$ cat src/rtl/issue_scheduler_pkg.sv
// Shared issue-path constants, opcode map and slot payload type.
package issue_scheduler_pkg;

  localparam int unsigned ROB_SIZE_WIDTH = 3;
  localparam int unsigned XLEN           = 32;
  localparam int unsigned OPC_W          = 7;

  localparam logic [OPC_W-1:0] OPC_LOAD   = 7'b0000011;
  localparam logic [OPC_W-1:0] OPC_STORE  = 7'b0100011;
  localparam logic [OPC_W-1:0] OPC_OP     = 7'b0110011;
  localparam logic [OPC_W-1:0] OPC_OPIMM  = 7'b0010011;
  localparam logic [OPC_W-1:0] OPC_BRANCH = 7'b1100011;
  localparam logic [OPC_W-1:0] OPC_JAL    = 7'b1101111;
  localparam logic [OPC_W-1:0] OPC_JALR   = 7'b1100111;
  localparam logic [OPC_W-1:0] OPC_LUI    = 7'b0110111;
  localparam logic [OPC_W-1:0] OPC_AUIPC  = 7'b0010111;

  // Instruction word and its PC as held in the issue slot.
  typedef struct packed {
    logic [XLEN-1:0] instr;
    logic [XLEN-1:0] addr;
  } slot_t;

  // Loads and stores go to the LSB; everything else goes to the RS.
  function automatic logic is_mem_op(input logic [OPC_W-1:0] opc);
    return (opc == OPC_LOAD) || (opc == OPC_STORE);
  endfunction

endpackage

$ cat src/rtl/issue_router.sv
// Opcode-based destination select and back-pressure for the held instruction.
module issue_router
  import issue_scheduler_pkg::*;
(
  input  logic [OPC_W-1:0] opcode,
  input  logic             rob_full,
  input  logic             rs_full,
  input  logic             lsb_full,
  output logic             to_lsb_c,
  output logic             blocked_c
);

  // Destination is chosen by opcode; the RoB is needed by every instruction.
  always_comb begin
    to_lsb_c  = is_mem_op(opcode);
    blocked_c = rob_full | (to_lsb_c ? lsb_full : rs_full);
  end

endmodule

$ cat src/rtl/issue_scheduler.sv
// Single-entry issue slot between the Fetcher and the RoB/RS/LSB.
module issue_scheduler #(
  parameter int unsigned ROB_SIZE_WIDTH = issue_scheduler_pkg::ROB_SIZE_WIDTH
) (
  input  logic                      clk,
  input  logic                      rst,
  input  logic                      rdy,
  input  logic                      instr_valid,
  input  logic [31:0]               instr_in,
  input  logic [31:0]               instr_addr_in,
  output logic                      instr_ready,
  input  logic                      rob_full,
  input  logic [ROB_SIZE_WIDTH-1:0] rob_tail,
  input  logic                      rs_full,
  input  logic                      lsb_full,
  input  logic                      flush,
  output logic                      instr_issued,
  output logic                      to_lsb,
  output logic [31:0]               instr_out,
  output logic [31:0]               instr_addr_out,
  output logic [ROB_SIZE_WIDTH-1:0] rd_rob_id_out,
  output logic [31:0]               stall_cycles
);
  import issue_scheduler_pkg::*;

  localparam int unsigned CNT_W = 32;

  logic             slot_valid;
  slot_t            slot;
  logic [CNT_W-1:0] stall_q;
  logic             to_lsb_c;
  logic             blocked_c;
  logic             accept_c;

  issue_router u_router (
    .opcode    (slot.instr[OPC_W-1:0]),
    .rob_full  (rob_full),
    .rs_full   (rs_full),
    .lsb_full  (lsb_full),
    .to_lsb_c  (to_lsb_c),
    .blocked_c (blocked_c)
  );

  // Handshake and issue decisions; flush and a frozen clock enable veto both.
  always_comb begin
    instr_issued   = rdy & slot_valid & ~blocked_c & ~flush;
    instr_ready    = rdy & ~flush & (~slot_valid | instr_issued);
    accept_c       = instr_valid & instr_ready;
    to_lsb         = to_lsb_c;
    instr_out      = slot.instr;
    instr_addr_out = slot.addr;
    rd_rob_id_out  = instr_issued ? rob_tail : {ROB_SIZE_WIDTH{1'b0}};
    stall_cycles   = stall_q;
  end

  // Slot register: flush empties, rdy low freezes, accept refills, issue drains.
  always_ff @(posedge clk or negedge rst) begin
    if (!rst) begin
      slot_valid <= 1'b0;
      slot       <= '0;
    end else if (flush) begin
      slot_valid <= 1'b0;
    end else if (rdy) begin
      if (accept_c) begin
        slot_valid <= 1'b1;
        slot.instr <= instr_in;
        slot.addr  <= instr_addr_in;
      end else if (instr_issued) begin
        slot_valid <= 1'b0;
      end
    end
  end

  // Free-running count of cycles the held instruction spent back-pressured.
  always_ff @(posedge clk or negedge rst) begin
    if (!rst) begin
      stall_q <= '0;
    end else if (rdy & slot_valid & blocked_c & ~flush) begin
      stall_q <= stall_q + CNT_W'(1);
    end
  end

endmodule

$ cat config.mk
export PLATFORM = sky130hd
export DESIGN_NAME = issue_scheduler
export DESIGN_NICKNAME = d
export VERILOG_FILES = /design/src/rtl/issue_scheduler_pkg.sv /design/src/rtl/issue_router.sv /design/src/rtl/issue_scheduler.sv
export SDC_FILE = /design/constraint.sdc
export NUM_CORES = 1
export LEC_CHECK = 0
export ABC_AREA = 1
export CAP_MARGIN = 10
export CELL_PAD_IN_SITES_DETAIL_PLACEMENT = 0
export CELL_PAD_IN_SITES_GLOBAL_PLACEMENT = 1
export CORE_ASPECT_RATIO = 0.5
export CORE_UTILIZATION = 34
export CTS_CLUSTER_SIZE = 24
export DETAILED_ROUTE_END_ITERATION = 10
export GPL_TIMING_DRIVEN = 0
export HOLD_SLACK_MARGIN = 0.03
export PLACE_DENSITY_LB_ADDON = 0.15
export SYNTH_ARGS = -nofsm -noshare
export SYNTH_HDL_FRONTEND = slang
export SYNTH_SLANG_ARGS = --single-unit
$ cat constraint.sdc
create_clock -name clk -period 3.15 [get_ports clk]
set_input_delay 0.315 -clock clk [delete_from_list [all_inputs] [get_ports clk]]
set_output_delay 0.315 -clock clk [all_outputs]
set_load 0.02 [all_outputs]
Word-level counts from Yosys, hierarchy flattened
Cells that the tools add are included.
{"block": "word_totals", "reg_bits": 97, "latchBits": 0, "ramBits": 0, "mem_bits_ro": 0, "output_inout_bits": 102, "word_cells": 31, "n_memories": 0}
{"block": "op_classes", "add_sub_neg": 1, "multipliers": 0, "div_mod_pow": 0, "n_lt_le_gt_ge": 0, "n_eq_ne": 2, "shifts": 0, "mux": 6, "bitwise_logic": 13, "n_reduce_logical": 5}
{"operator": "adder 32 x 1 -> 32 bit (second input constant)", "n": 1}
{"operator": "AND 1 bit", "n": 8}
{"operator": "equality test 7 x 2 -> 1 bit (second input constant)", "n": 1}
{"operator": "equality test 7 x 6 -> 1 bit (second input constant)", "n": 1}
{"operator": "2-to-1 mux 1 bit", "n": 5}
{"operator": "2-to-1 mux 3 bit", "n": 1}
{"operator": "NOT 1 bit", "n": 3}
{"operator": "AND reduction 3 bit", "n": 1}
{"operator": "nonzero test 3 bit", "n": 1}
{"operator": "OR 1 bit", "n": 2}
{"operator": "AND reduction 2 bit", "n": 1}
{"operator": "nonzero test 2 bit", "n": 1}
{"operator": "logical OR 1 bit", "n": 1}

Logic depth before layout (Yosys ltp)
Gate-level depths: netlist of run 1.
{"block": "logic_depth", "depth_word": 13, "depth_mapped": 11, "depth_no_buf": 10}

Cells and area by module
From an unflattened synthesis of run 1, not the netlist that was laid out.
{"block": "unflattened", "hier_cells": 530, "hier_area_um2": 4423.0}
{"module": "issue_scheduler", "instances": 1, "cells_each": 520, "area_per_inst_um2": 4365.4}
{"module": "issue_router", "instances": 1, "cells_each": 10, "area_per_inst_um2": 57.6}

Worst setup path after synthesis of run 1
Ideal clock, no wire load.
{"block": "synth_path", "path_kind": "register to output", "from": "reg slot, in the netlist instr_out[4]", "to": "out rd_rob_id_out[0]", "arrival_ns": 1.366, "path_slack_ns": 1.469, "path_stages_with_launch": 8, "path_buffers": 0, "path_cell_list": "dfrtp_1 > nor2_1 > nand3_1 > nand2_1 > nand3_4 > inv_1 > nand3_1 > nor2_1"}
{"block": "synth_between", "elab_chain_len": 8}
{"item": "start, declared", "line_no": "issue_scheduler.sv:29", "rtl": "slot_t slot;"}
{"item": "equality test 7 x 2 -> 1 bit / equality test 7 x 6 -> 1 bit (equally long branches)", "line_no": "issue_scheduler_pkg.sv:26", "rtl": "return (opc == OPC_LOAD) || (opc == OPC_STORE);"}
{"item": "logical OR 1 bit *", "line_no": "issue_scheduler_pkg.sv:26"}
{"item": "2-to-1 mux 1 bit *", "line_no": "issue_router.sv:16", "rtl": "blocked_c = rob_full | (to_lsb_c ? lsb_full : rs_full);"}
{"item": "OR 1 bit *", "line_no": "issue_router.sv:16"}
{"item": "NOT 1 bit *", "line_no": "issue_scheduler.sv:46", "rtl": "instr_issued = rdy & slot_valid & ~blocked_c & ~flush;"}
{"item": "AND 1 bit * (2 in a row)", "line_no": "issue_scheduler.sv:46"}
{"item": "2-to-1 mux 3 bit *", "line_no": "issue_scheduler.sv:52", "rtl": "rd_rob_id_out = instr_issued ? rob_tail : {ROB_SIZE_WIDTH{1'b0}};"}
{"item": "end, declared", "line_no": "issue_scheduler.sv:21", "rtl": "output logic [ROB_SIZE_WIDTH-1:0] rd_rob_id_out,"}
Mark *: on every way between the ends. The rest lies on a longest branch, timed or not.

Worst setup path in the final report of run 1
{"block": "layout_path", "from": "in rdy", "to": "out instr_ready"}
{"block": "layout_between", "elab_chain_len": 5}
{"item": "start, declared", "line_no": "issue_scheduler.sv:7", "rtl": "input logic rdy,"}
{"item": "AND 1 bit (3 in a row)", "line_no": "issue_scheduler.sv:46"}
{"item": "OR 1 bit", "line_no": "issue_scheduler.sv:47", "rtl": "instr_ready = rdy & ~flush & (~slot_valid | instr_issued);"}
{"item": "AND 1 bit *", "line_no": "issue_scheduler.sv:47"}
{"item": "end, declared", "line_no": "issue_scheduler.sv:11", "rtl": "output logic instr_ready,"}
Marks and branches as above.

==> impl_results.rst, run 1 <==
.. list-table::
   :header-rows: 1

   * - Metric
     - Value
   * - Number of distinct standard cells referenced by the synthesized netlist
     - 25
   * - Core region area
     - around 14000 um^2
   * - Instance count of the mapped netlist
     - 637
   * - Peak Freq
     - 0.3828 GHz
   * - Setup Viol. Count Final
     - 0
   * - Final count of hold timing violations
     - 0
   * - Port-buffer cells
     - approximately 180
   * - Area growth from synthesis to final layout
     - 46.86%
   * - Synth Net Count
     - between 700 and 800
   * - Longest Clk Path Bufs
     - 2
   * - Overflow left after global routing
     - 0
   * - Inserted Diodes
     - 0
   * - Worst skew pair latency
     - 0.35 ns
   * - Via count of the first global-routing pass
     - 4670
   * - Number of buffers inserted to repair setup after CTS
     - 0
   * - Post-route cell area
     - 7258 um^2
   * - Routability-driven placement congestion ratio
     - between 0.8 and 0.9
   * - Startpoint class of the critical path
     - input pin
   * - Clock slew at the register clock pins of the worst setup and hold paths
     - about 0.07 ns
   * - Initial Util
     - 0.3568
   * - Fraction of layout instances using a drive strength above 1
     - 0.07100
   * - Worst setup path startpoint
     - rdy
   * - Synth Area per Inst
     - 7.759 um^2
   * - Cell count along the critical path
     - 7
   * - DR vias/cell
     - ~4.7
   * - Post-synthesis sequential element count
     - 97
   * - DIE AREA
     - 15050 um^2
   * - Iter 0 DRT Violations
     - 154
   * - Reg2reg path depth
     - 10
   * - Post-placement cell area
     - 6969 um^2
   * - Final period utilization
     - 0.8293
   * - Worst-path cell chain
     - clkdlybuf4s50_1 -> inv_1 -> nor2_2 -> clkbuf_1 -> inv_1 -> a21oi_1 -> clkdlybuf4s50_1
   * - Clock Sinks
     - 97
   * - Type of destination of the critical path
     - output pin
   * - Slowest-stage cell, CP
     - sky130_fd_sc_hd__clkdlybuf4s50_1
   * - Setup slack after layout
     - between 0.5 and 0.6 ns
   * - Number of buffer and inverter instances along the worst setup path
     - 5
   * - Area fraction of the dominant cell type after synthesis
     - 0.4911
   * - Register area share after synthesis
     - 0.4911
   * - Critical Path Max Stage Delay
     - 0.65 ns
   * - First-pass GRT wire length
     - around 24 mm
   * - Pin count of the biggest net entering global routing
     - 66
   * - Critical Path Fanout Max
     - 10
   * - HPWL after DPL
     - approximately 11 mm
   * - Total count of max-transition violations in the final report
     - 0
   * - TritonCTS clock tree
     - built
   * - Path class of the lowest-slack min-delay path
     - in -> async
   * - Root buffer selected by CTS
     - sky130_fd_sc_hd__clkbuf_16
   * - Worst slack, placed
     - 0.5256 ns
   * - Total global routing track utilization
     - 0.2040
   * - Top area cells in the synthesized netlist
     - sky130_fd_sc_hd__dfrtp_1 (49%), sky130_fd_sc_hd__nand2_1 (24%), sky130_fd_sc_hd__nand4_1 (8.4%)
   * - TritonCTS Buffers
     - 9
   * - Leakage
     - 3.333 nW
   * - Maximum vdd drop
     - 0.2358 mV
   * - Outcome
     - finished clean
   * - Pwr Density
     - 500.7 nW/um^2
   * - Finished Core Util
     - 0.5240
   * - Pin slew with the least headroom to its limit
     - ~0.54 ns
   * - Die span in x
     - approximately 170 um
   * - # H-tree levels
     - 3
   * - Mapped cell area
     - about 4900 um^2
   * - Crit path DAT
     - 2.30 ns
   * - FILL cells
     - ~1400
   * - Worst setup path class
     - in -> out
   * - Source of the worst register-to-register timing path
     - stall_cycles[0]$_DFFE_PN0P_
   * - Most used cells in the layout excluding fill and tap cells
     - sky130_fd_sc_hd__nand2_1 (314), sky130_fd_sc_hd__clkdlybuf4s50_1 (175), sky130_fd_sc_hd__dfrtp_1 (97)
   * - Final Net Count
     - 902
   * - Largest area contributor in the synthesized netlist
     - sky130_fd_sc_hd__dfrtp_1
   * - Setup repair after global routing missed its margin
     - no
   * - Routed wire length
     - 14.77 mm
   * - Routed length per placed instance
     - 14.44 um
   * - Count of vias placed by the detailed router
     - 4809
   * - Antenna-violating nets left
     - 0
   * - Total DRC errors in the routed layout
     - 0
   * - Max cap viols
     - 0
   * - Most common library cell in the layout ignoring fill and taps
     - sky130_fd_sc_hd__nand2_1
   * - Critical Path RT
     - approximately 2.8 ns
   * - Max Clock Skew
     - 0.008904 ns
   * - Length of the first detailed-routing pass in iterations
     - 4
   * - Worst reg-to-reg setup slack
     - 1.31 ns
   * - Cell Rows
     - 30
   * - Number of synthesis warnings
     - 0
   * - Number of antenna violations at the first check in global routing
     - 0
   * - Height of the die
     - 87.26 um
   * - Worst max-slew margin expressed relative to the limit
     - 0.6412
   * - Num ports
     - 177
   * - CP top delay family
     - buffers and inverters
   * - Worst R2R End
     - stall_cycles[30]$_DFFE_PN0P_
   * - Post-layout minimum cycle time
     - 2.612 ns
report_power, final:
part / switching, mW / internal, mW / total (mW)
registers: 0.123 / 1.42 / 1.55
clock network: 0.510 / 0.546 / 1.06
logic: 0.536 / 0.496 / 1.03
total: 1.17 / 2.46 / 3.63
flip-flops by register name, indices dropped and copies added, names as in the netlist:
register and cells:
instr_addr_out 32, stall_cycles 32, slot_valid 1, instr_out 32
timing repair:
action	4_1_cts	5_1_grt
hold buffers	1	0
resized for setup	0	0
endpoints found under the hold margin	32	0
cells in the mapped netlist:
cell                         n
sky130_fd_sc_hd__a21oi_1     1
sky130_fd_sc_hd__buf_1       3
sky130_fd_sc_hd__buf_2       3
sky130_fd_sc_hd__buf_4      10
sky130_fd_sc_hd__buf_6       7
sky130_fd_sc_hd__clkbuf_1   11
sky130_fd_sc_hd__dfrtp_1    97
sky130_fd_sc_hd__ha_1        1
sky130_fd_sc_hd__inv_1      15
sky130_fd_sc_hd__inv_2       5
sky130_fd_sc_hd__nand2_1   314
sky130_fd_sc_hd__nand2_2     2
sky130_fd_sc_hd__nand3_1     5
sky130_fd_sc_hd__nand3_2     3
sky130_fd_sc_hd__nand3_4     1
sky130_fd_sc_hd__nand3b_1   13
sky130_fd_sc_hd__nand4_1    66
sky130_fd_sc_hd__nor2_1     49
sky130_fd_sc_hd__nor2_2      7
sky130_fd_sc_hd__nor2_4      3
sky130_fd_sc_hd__o21ai_0     1
sky130_fd_sc_hd__o21ai_1     4
sky130_fd_sc_hd__o21ai_2     1
sky130_fd_sc_hd__xnor2_1     7
sky130_fd_sc_hd__xor2_1      8
worst register-to-register path, delay by kind of cell (launching register included):
kind | cells | cell delay [ns]
flops | 1 | 0.48
fa+ha+maj | 1 | 0.30
simple gates | 8 | 0.89
buf+inv | 1 | 0.06
per-layer routing:
| layer | global-route usage | vias up | part of all wire |
|---|---|---|---|
| met5 | 0 | - | 0 |
| met4 | 0.05195 | 0 | 0.012 |
| met2 | 0.3416 | 127 | 0.46 |
| met3 | 0.06545 | 15 | 0.069 |
| li1 | - | 2428 | - |
| met1 | 0.2572 | 2239 | 0.45 |
logic make-up (layout without fill, tap and decap cells):
kind of cell	Yosys count	count (layout)	share of synthesized area
compound gates	7	7	0.007847
xor+xnor	15	15	0.02658
fa+ha+maj	1	1	0.002531
buf+inv	54	248	0.06000
flops	97	97	0.4911
simple gates	463	463	0.4119
area by class of cell:
| cell class | instances | area [um^2] | area share |
|---|---|---|---|
| plain buffers | 34 | 221.5 | 0.03051 |
| clock buffers | 10 | 229.0 | 0.03155 |
| multi-input cells | 486 | 2218 | 0.3056 |
| repair buffers | 178 | 1797 | 0.2475 |
| well taps | 192 | 240.2 | 0.03310 |
| inverters | 20 | 75.07 | 0.01034 |
| clock inverters | 6 | 50.05 | 0.006895 |
| flip-flops and latches | 97 | 2427 | 0.3344 |
through the flow:
step                      instances  hold WS [ns]  TNS (ns)  power, mW
after floorplan                 637       0.01941         0      2.026
after global placement         1005        0.4523   -212.03      2.592
after detailed placement       1006        0.3095         0      2.607
after CTS                      1023        0.4762         0      3.680
after global routing           1023        0.4963         0      3.811
final                          1023        0.4671         0      3.634
worst max path at each step:
stage and to:
2_1_floorplan rd_rob_id_out[0], 3_3_place_gp instr_out[14]$_DFFE_PN0P_, 3_5_place_dp instr_ready, 4_1_cts instr_ready, 5_1_grt rd_rob_id_out[2], 6_report instr_ready
Power figures use the tool's default switching activity.
==> inputs of run 2 (changes only) <==
CORE_UTILIZATION = 29   (was 34)
clock period = 2.2 ns   (was 3.15 ns; I/O delays follow)
==> run 2 against run 1 <==
  * Total power is 44% higher
  * Critical path depth is 1 lower
  * Cell count is 3.4% higher
  * Setup slack worse by 0.33 ns
  * Die area is 17% higher
  * Count of clock-buffer cells in the layout stayed put
  * Non-clock buffer count stayed put
  * Worst hold slack worse by 0.044 ns
  * Sequential power is 43% higher
  * Largest power group unchanged
  * Highest routed layer unchanged
==> impl_results.rst, run 2 (synthesis results as in run 1) <==
.. list-table::
   :header-rows: 1

   * - Metric
     - Value
   * - Final period utilization
     - 0.9073
   * - # H-tree levels
     - 3 (unchanged)
   * - Setup Viol. Count Final
     - 0 (unchanged)
   * - Max Clock Skew
     - 0.009208 ns (+0.0003037 ns)
   * - HPWL after DPL
     - 11.21 mm (+3.3%)
   * - Flip-flop and latch area
     - 2427 um^2 (unchanged)
   * - Pin slew with the least headroom to its limit
     - 0.6270 ns (+0.08873 ns)
   * - Slowest-stage cell, CP
     - sky130_fd_sc_hd__dfrtp_1
   * - Worst-path cell chain
     - nor2_1 -> nand3_1 -> nand2_1 -> nand3_4 -> a21oi_1 -> dlygate4sd2_1
   * - Maximum vdd drop
     - 0.3749 mV (+59%)
   * - Worst setup path class
     - reg -> out
   * - Final-layout setup total negative slack
     - 0 ns (unchanged)
   * - Worst skew pair latency
     - 0.34 ns (about the same)
   * - Length of the first detailed-routing pass in iterations
     - 4 (unchanged)
   * - Critical Path Max Stage Delay
     - 0.40 ns (-0.25 ns)
   * - Source of the worst register-to-register timing path
     - stall_cycles[0]$_DFFE_PN0P_
   * - Routed wire length
     - 15.08 mm (+2.1%)
   * - Peak Freq
     - 0.5010 GHz
   * - Critical Path Fanout Max
     - 5 (-5)
   * - Antenna-violating nets left
     - 0 (unchanged)
   * - Total power draw
     - 5.246 mW (+44%)
   * - Outcome
     - finished clean
   * - Most common library cell in the layout ignoring fill and taps
     - sky130_fd_sc_hd__nand2_1
   * - Worst max-slew margin expressed relative to the limit
     - 0.5820 (-0.05915)
   * - Most used cells in the layout excluding fill and tap cells
     - sky130_fd_sc_hd__nand2_1 (314), sky130_fd_sc_hd__clkdlybuf4s50_1 (170), sky130_fd_sc_hd__dfrtp_1 (97)
   * - Setup repair after global routing missed its margin
     - no
   * - Iter 0 DRT Violations
     - 224 (+45%)
   * - Cell Rows
     - 33 (+10%)
   * - Fraction of layout instances using a drive strength above 1
     - 0.07822 (+0.007220)
   * - Post-route insts no fill
     - 1058 (+3.4%)
   * - Core region area
     - 16520 um^2 (+19%)
   * - Post-layout minimum cycle time
     - ~2 ns
   * - Path class of the lowest-slack min-delay path
     - in -> async
   * - Number of antenna violations at the first check in global routing
     - 0 (unchanged)
   * - FILL cells
     - 1698 (+25%)
   * - Pwr Density
     - 719.2 nW/um^2 (+44%)
   * - DIE AREA
     - 17600 um^2 (+17%)
   * - Cell count after placement
     - 1041 (+3.5%)
   * - DR vias/cell
     - 4.472 (-4.9%)
   * - Die span in x
     - 186.6 um (+8.2%)
   * - Longest Clk Path Bufs
     - 2 (unchanged)
   * - Clock slew at the register clock pins of the worst setup and hold paths
     - 0.08 ns (about the same)
   * - Startpoint class of the critical path
     - flip-flop
   * - TritonCTS clock tree
     - built
   * - First-pass GRT wire length
     - 24.34 mm (+0.75%)
   * - Final Net Count
     - 902 (unchanged)
   * - Inserted Diodes
     - 0 (unchanged)
   * - Count of vias placed by the detailed router
     - 4731 (-1.6%)
   * - Multi-input combinational cell area
     - 2223 um^2 (+0.23%)
   * - Crit path DAT
     - 1.78 ns (-0.52 ns)
   * - Finished Core Util
     - 0.4417 (-0.08236)
   * - Area growth from synthesis to final layout
     - 47.60%
   * - Height of the die
     - 94.31 um (+8.1%)
   * - Leakage
     - 3.355 nW (+0.66%)
   * - Total count of max-transition violations in the final report
     - 0 (unchanged)
   * - Total global routing track utilization
     - 0.1762 (-0.02786)
   * - Routed length per placed instance
     - 14.25 um (-1.3%)
   * - Routability-driven placement congestion ratio
     - 0.7982 (-2.8%)
   * - Number of buffers inserted to repair setup after CTS
     - 0 (unchanged)
   * - Via count of the first global-routing pass
     - 4539 (-2.8%)
   * - Max cap viols
     - 0 (unchanged)
   * - Type of destination of the critical path
     - output pin
   * - Port-buffer cells
     - 176 (unchanged)
   * - Overflow left after global routing
     - 0 (unchanged)
   * - Critical Path RT
     - 1.98 ns (-0.85 ns)
   * - Total DRC errors in the routed layout
     - 0 (unchanged)
   * - Root buffer selected by CTS
     - sky130_fd_sc_hd__clkbuf_16
   * - Final count of hold timing violations
     - 0 (unchanged)
   * - Worst setup path startpoint
     - instr_out[3]$_DFFE_PN0P_
   * - Num ports
     - 177 (unchanged)
   * - Clock Sinks
     - 97 (unchanged)
   * - Initial Util
     - 0.2992 (-0.05758)
   * - Pin count of the biggest net entering global routing
     - 54 (-18%)
   * - TritonCTS Buffers
     - 9 (unchanged)
-- run 2: cell count changes in the layout (fill, tap and decap cells not counted), sizes merged --
cell / before / now
clkbuf: 21 / 25
clkinvlp: 2 / 0
dlygate4sd2: 0 / 1
inv: 23 / 24
clkinv: 1 / 2
clkdlybuf4s50: 175 / 170
-- run 2: final cells by class --
type | count | share of cell area
Buffer | 34 | 0.03087
Clock buffer | 10 | 0.03139
Clock inverter | 6 | 0.007547
Inverter | 20 | 0.01029
Multi-Input combinational cell | 486 | 0.3048
Sequential cell | 97 | 0.3328
Tap cell | 227 | 0.03894
Timing Repair Buffer | 178 | 0.2434
-- run 2: final timing paths --
kind,endpoint,slack [ns],cells after the start
setup / recovery,instr_ready,0.20,6
hold / removal,stall_cycles[27]$_DFFE_PN0P_,0.42,2
setup reg to reg,stall_cycles[30]$_DFFE_PN0P_,0.30,10
hold reg to reg,instr_addr_out[27]$_DFFE_PN0P_,0.47,2
max in group asynchronous,instr_addr_out[29]$_DFFE_PN0P_,1.07,3
min in group clk,instr_out[9]$_DFFE_PN0P_,0.43,3
-- run 2: worst max-delay path: cells and delay by family (launching register included) --
kind	cells	cell delay, ns
simple gates	4	0.50
flops	1	0.40
buf+inv	1	0.38
compound gates	1	0.15
-- run 2: timing repair --
action | CTS | global route
setup endpoints to repair | 5 | 4
resized for setup | 10 | 6
hold buffers | 1 | 0
hold endpoints to repair | 44 | 0
-- run 2: power breakdown --
group          internal (mW)  switching (mW)  total [mW]  leakage, nW
Combinational          0.709           0.765        1.47         1.96
Clock                  0.794           0.761        1.56        0.140
Sequential              2.04           0.181        2.22         1.26
Total                   3.54            1.71        5.25         3.35
-- run 2: stage by stage --
stage / setup slack, ns / cell area, um^2 / hold WS (ns)
after detailed placement: -0.2737 / 7013 / 0.2867
after global placement: -3.125 / 6988 / 0.4527
after floorplan: 0.5426 / 4942 / -0.07559
final: 0.2039 / 7295 / 0.4231
after global routing: 0.03888 / 7295 / 0.4314
after CTS: 0.008275 / 7308 / 0.4179
-- run 2: metal layers --
layer,wire length (um),GRT usage,up-vias
met5,0,0,-
met4,147,0.03415,0
met3,1047,0.05900,13
met2,6957,0.2836,125
met1,6923,0.2319,2177
li1,-,-,2416
